[src/rtl/lsu_mem_master.sv]
// ============================================================================
// lsu_mem_master : CPU load/store unit to 16-bit memory master
// Rev 1.0
// ============================================================================
`default_nettype none

module lsu_mem_master #(
  parameter int READ_LAT = 1
) (
  input  logic        Clock,
  input  logic        Reset,
  input  logic        ReqValid,
  output logic        ReqReady,
  input  logic        ReqWrite,
  input  logic        ReqByte,
  input  logic        ReqSigned,
  input  logic [15:0] ReqAddr,
  input  logic [15:0] ReqWData,
  output logic        RespValid,
  output logic [15:0] RespData,
  output logic        RespErr,
  output logic [15:0] Adresa,
  output logic [15:0] WriteData,
  output logic        MemWrite,
  output logic        MemRead,
  input  logic [15:0] ReadData
);

  typedef enum logic [1:0] {IDLE = 2'd0, RD = 2'd1, WR = 2'd2, RESP = 2'd3} state_t;

  localparam logic [1:0] LAT_M1 = 2'(READ_LAT - 1);

  state_t      state_q, state_d;
  logic [1:0]  cnt_q, cnt_d;
  logic        write_q, write_d, byte_q, byte_d, signed_q, signed_d;
  logic        sel_q, sel_d, err_q, err_d;
  logic [7:0]  wbyte_q, wbyte_d;
  logic [15:0] data_q, data_d;
  logic        resp_valid_q, resp_valid_d, resp_err_q, resp_err_d;
  logic [15:0] resp_data_q, resp_data_d, addr_q, addr_d, wdata_q, wdata_d;
  logic        mem_write_q, mem_write_d, mem_read_q, mem_read_d;
  logic [7:0]  sel_byte;

  assign sel_byte = sel_q ? data_q[15:8] : data_q[7:0];

  always_comb begin
    state_d      = state_q;
    cnt_d        = cnt_q;
    write_d      = write_q;
    byte_d       = byte_q;
    signed_d     = signed_q;
    sel_d        = sel_q;
    err_d        = err_q;
    wbyte_d      = wbyte_q;
    data_d       = data_q;
    resp_valid_d = 1'b0;
    resp_err_d   = resp_err_q;
    resp_data_d  = resp_data_q;
    addr_d       = addr_q;
    wdata_d      = wdata_q;
    mem_write_d  = 1'b0;
    mem_read_d   = 1'b0;
    case (state_q)
      IDLE: begin
        if (ReqValid) begin
          write_d  = ReqWrite;
          byte_d   = ReqByte;
          signed_d = ReqSigned;
          sel_d    = ReqAddr[0];
          wbyte_d  = ReqWData[7:0];
          err_d    = ~ReqByte & ReqAddr[0];
          if (~ReqByte & ReqAddr[0]) begin
            state_d = RESP;
          end else begin
            addr_d = {ReqAddr[15:1], 1'b0};
            if (ReqWrite && !ReqByte) begin
              state_d     = WR;
              mem_write_d = 1'b1;
              wdata_d     = ReqWData;
            end else begin
              state_d    = RD;
              mem_read_d = 1'b1;
              cnt_d      = LAT_M1;
            end
          end
        end
      end
      RD: begin
        if (cnt_q == 2'd0) begin
          data_d = ReadData;
          if (write_q) begin
            // Byte store: merge the new byte into the word just read
            state_d     = WR;
            mem_write_d = 1'b1;
            wdata_d     = sel_q ? {wbyte_q, ReadData[7:0]} : {ReadData[15:8], wbyte_q};
          end else begin
            state_d = RESP;
          end
        end else begin
          cnt_d      = cnt_q - 2'd1;
          mem_read_d = 1'b1;
        end
      end
      WR: state_d = RESP;
      RESP: begin
        state_d      = IDLE;
        resp_valid_d = 1'b1;
        resp_err_d   = err_q;
        if (err_q || write_q)
          resp_data_d = 16'h0000;
        else if (byte_q)
          resp_data_d = {{8{signed_q & sel_byte[7]}}, sel_byte};
        else
          resp_data_d = data_q;
      end
      default: state_d = IDLE;
    endcase
  end

  always_ff @(posedge Clock or negedge Reset) begin
    if (!Reset) begin
      state_q      <= IDLE;
      cnt_q        <= 2'd0;
      write_q      <= 1'b0;
      byte_q       <= 1'b0;
      signed_q     <= 1'b0;
      sel_q        <= 1'b0;
      err_q        <= 1'b0;
      wbyte_q      <= 8'h00;
      data_q       <= 16'h0000;
      resp_valid_q <= 1'b0;
      resp_err_q   <= 1'b0;
      resp_data_q  <= 16'h0000;
      addr_q       <= 16'h0000;
      wdata_q      <= 16'h0000;
      mem_write_q  <= 1'b0;
      mem_read_q   <= 1'b0;
    end else begin
      state_q      <= state_d;
      cnt_q        <= cnt_d;
      write_q      <= write_d;
      byte_q       <= byte_d;
      signed_q     <= signed_d;
      sel_q        <= sel_d;
      err_q        <= err_d;
      wbyte_q      <= wbyte_d;
      data_q       <= data_d;
      resp_valid_q <= resp_valid_d;
      resp_err_q   <= resp_err_d;
      resp_data_q  <= resp_data_d;
      addr_q       <= addr_d;
      wdata_q      <= wdata_d;
      mem_write_q  <= mem_write_d;
      mem_read_q   <= mem_read_d;
    end
  end

  assign ReqReady  = (state_q == IDLE);
  assign RespValid = resp_valid_q;
  assign RespData  = resp_data_q;
  assign RespErr   = resp_err_q;
  assign Adresa    = addr_q;
  assign WriteData = wdata_q;
  assign MemWrite  = mem_write_q;
  assign MemRead   = mem_read_q;

endmodule

`default_nettype wire
[config.mk]
export PLATFORM = sky130hd
export DESIGN_NAME = lsu_mem_master
export DESIGN_NICKNAME = d
export VERILOG_FILES = /design/src/rtl/lsu_mem_master.sv
export SDC_FILE = /design/constraint.sdc
export NUM_CORES = 1
export LEC_CHECK = 0
export CORE_ASPECT_RATIO = 0.75
export CORE_MARGIN = 4
export CORE_UTILIZATION = 57
export DETAILED_ROUTE_END_ITERATION = 16
export DONT_BUFFER_PORTS = 1
export PLACE_DENSITY = 0.75
export SLEW_MARGIN = 20
export SYNTH_ARGS = -nofsm -noshare
export SYNTH_HDL_FRONTEND = slang
export SYNTH_SLANG_ARGS = --single-unit
[constraint.sdc]
create_clock -name Clock -period 2.1 [get_ports Clock]
set_input_delay 0.42 -clock Clock [delete_from_list [all_inputs] [get_ports Clock]]
set_output_delay 0.42 -clock Clock [all_outputs]
set_load 0.01 [all_outputs]
==> summary.txt <==
Routing
  • Via count: 2295
  • Post-route ant nets: 0
  • Detailed Routing Iterations Pass 1: 4
  • Detailed Route WL: around 8 mm
  • Starting DRT DRC Count: about 100
  • WL per Instance: between 20 and 25 um
  • DRC viols: 0
  • DR vias/cell: 5.77

Clock tree
  • Total CTS buffers: 9
  • Clk pin slew, worst setup/hold paths: roughly 0.080 ns
  • Worst skew pair latency: 0.35 ns
  • H-tree Lvls: 3
  • Setup repair bufs after CTS: 0
  • Root Buffer: clkbuf_8
  • Num Clock Sinks: 84
  • CTS Buffer Depth: 2
  • CTS tree: done

Cells and area
  • Final Cell Area: 0.00416 mm^2
  • Nets: between 300 and 400
  • Share of cells above drive strength 1: 0.290
  • Layout area overhead: 9.23%
  • Diode count: 0

Timing
  • Final setup fails: 0
  • Fin crit period: between 1.5 and 2 ns
  • Unrepaired setup endpoints after global routing: false
  • Skew final: 0.00574 ns
  • Period Utilization, post-route: 0.948
  • Setup TNS: 0 ns
  • Fmax achieved: 0.502 GHz
  • Worst Setup Slack, final: roughly 0.11 ns
  • Final hold vios: between 80 and 90
  • Worst hold slack: -0.246 ns
  • Slew Limit Fails: 0

Synthesis
  • Sequential share of the synthesized area: 0.552
  • Most area-consuming cells after synthesis: dfrtp_1 (55%), mux2_2 (18%), mux2i_1 (6.6%)
  • Syn Nets: 371
  • Count leader, synth: dfrtp_1
  • Post-synthesis cell count: between 300 and 400
  • Synth unique cells: 33
  • Yosys top cell by area: dfrtp_1
  • EDFF count, synth: 0
  • Seq cells post-synth: 84
  • Synth top area share: 0.552
  • Ys flop type: dfrtp_1
  • Post-synth ARST share: 1.00
  • Syn. warnings: 0
  • Synth Area per Inst: approximately 12 um^2
  • List of most frequent post-synthesis cells: dfrtp_1 (84), mux2_2 (60), nor2_1 (26)
  • Synth Cell Area: between 0.003 and 0.004 mm^2

Floorplan
  • I/O pin count: about 110
  • Placement Rows: 25
  • Die area: just over 0.008 mm^2
  • Die W: 102 um
  • Initial Utilization: 0.597
  • Core Footprint: between 0.006 and 0.007 mm^2
  • DIE HEIGHT: 78.8 um

Placed design
  • Area after DPL: a little under 0.004 mm^2
  • Placement Setup Slack: approximately 0.053 ns
  • Dpl hpwl: between 5 and 6 mm
  • IO buf count: 0
  • GPL Wtd Cong: ~0.79

Worst setup path
  • R2R depth: 6
  • RR Endpoint: WriteData[14]$_DFFE_PN0P_
  • CP Data Required Time: 2.33 ns
  • R2r startpoint: state_q[0]$_DFFE_PN0P_
  • CP Launch Point: state_q[0]$_DFFE_PN0P_
  • Worst Setup Start Kind: register
  • Worst-path fanout max: 16
  • Critical path type: register to register
  • Crit path to: WriteData[14]$_DFFE_PN0P_
  • Crit end category: register
  • CP arrival: between 2 and 2.5 ns
  • R2R Setup Slk: between 0.1 and 0.15 ns

Power
  • Power Internal: between 0.004 and 0.005 W
  • Logic pwr share: 0.371
  • Sw power: about 0.0026 W
  • Pwr dens: about 1700 mW/mm^2
  • Reg power frac: 0.451
  • P_leak: roughly 1.9 nW
  • Peak VDD IR: ~770 uV
  • Clock power share: 0.178
  • Sw Ratio: 0.362

Global routing
  • First-pass GRT wire length: between 10 and 15 mm
  • Largest net degree at the start of global routing: 85
  • GRT overflow: 0
  • Vias in the first global route: 2334
  • GRT Total Usage: 0.205
  • Initial antenna violation count: 0

Worst hold path
  • HP Class: input port to asynchronous set/reset pin

Outcome
  • Status: finished, violations left
  • Violations in the final reports: negative hold slack

Flow run
  • Max Cap Viol: 0
[worst max-delay path: stages (launching register included)]
cell       delay, ns
dfrtp_1         0.42
inv_1           0.13
ha_4            0.21
nor2b_1         0.20
a2111oi_4       0.35
buf_12          0.20
mux2_2          0.35
[flip-flops by register name (all words and copies together) (netlist names), 2 cells and up]
name and flops:
state_q 2, Adresa 15, WriteData 16, wbyte_q 8
data_q 16, cnt_q 2, RespData 16
[power groups by stage]
stage          Combinational (W)  Sequential, W  Clock [W]
3_5_place_dp             0.00264        0.00328          0
6_report                 0.00267        0.00323    0.00128
4_1_cts                  0.00265        0.00325    0.00131
2_1_floorplan            0.00219        0.00304          0
5_1_grt                  0.00293        0.00335    0.00138
3_3_place_gp             0.00253        0.00324          0
[kinds of logic after synthesis]
kind of cell	Yosys count	synth area share
multiplexers	85	0.243
flip-flops	84	0.552
AO/OA/AOI/OAI	49	0.0848
AND/OR/NAND/NOR	44	0.0532
buffers and inverters	40	0.0430
adder cells (fa/ha/maj)	7	0.0230
other	1	0.000985
[placed cells by master, fill, tap and decap left out, drive strengths merged, types with 2 or more instances in the layout]
master,n
ha,7
bufinv,2
nand2b,2
clkbuf,10
o21ai,5
buf,9
clkinv,3
nand2,5
o211ai,3
nor2,26
mux2,60
or3b,2
inv,23
nor2b,4
nand3,3
o22ai,15
dfrtp,84
a21oi,17
mux2i,25
[layer usage]
layer | routed length (um) | GRT usage
met5 | 0 | 0
met4 | 86 | 0.0564
met3 | 861 | 0.0939
met2 | 3670 | 0.296
met1 | 3380 | 0.281
[stage by stage]
step / hold WS [ns] / utilization / power [W] / instances
after global placement: 0.127 / 0.615 / 0.00577 / 382
after global routing: -0.276 / 0.652 / 0.00766 / 398
final: -0.246 / 0.652 / 0.00718 / 398
after detailed placement: 0.128 / 0.615 / 0.00592 / 382
after CTS: -0.262 / 0.650 / 0.00721 / 398
after floorplan: 0.124 / - / 0.00523 / 310
[area by class of cell]
class | count | area [um^2]
fillers | 495 | 2220
flip-flops and latches | 84 | 2100
multi-input cells | 186 | 1560
clock buffers | 10 | 138
well taps | 81 | 101
repair buffers | 9 | 92.6
clock inverters | 6 | 86.3
inverters | 22 | 82.6
[what timing repair did]
action / 4_1_cts / 5_1_grt
gates resized for setup: 0 / 3
endpoints found under the setup margin: 0 / 17
hold endpoints to repair: 84 / 84
[worst min-delay path by stage]
stage / startpoint / slack (ns) / cells after the start / end
after floorplan: Reset / 0.12 / 0 / Adresa[10]$_DFFE_PN0P_
after global placement: Reset / 0.13 / 0 / RespData[8]$_DFFE_PN0P_
after detailed placement: Reset / 0.13 / 0 / RespData[12]$_DFFE_PN0P_
after CTS: Reset / -0.26 / 0 / RespData[15]$_DFFE_PN0P_
after global routing: Reset / -0.28 / 0 / RespData[15]$_DFFE_PN0P_
final: Reset / -0.25 / 0 / RespData[12]$_DFFE_PN0P_
Note: power is estimated with default switching activity, not from simulation.
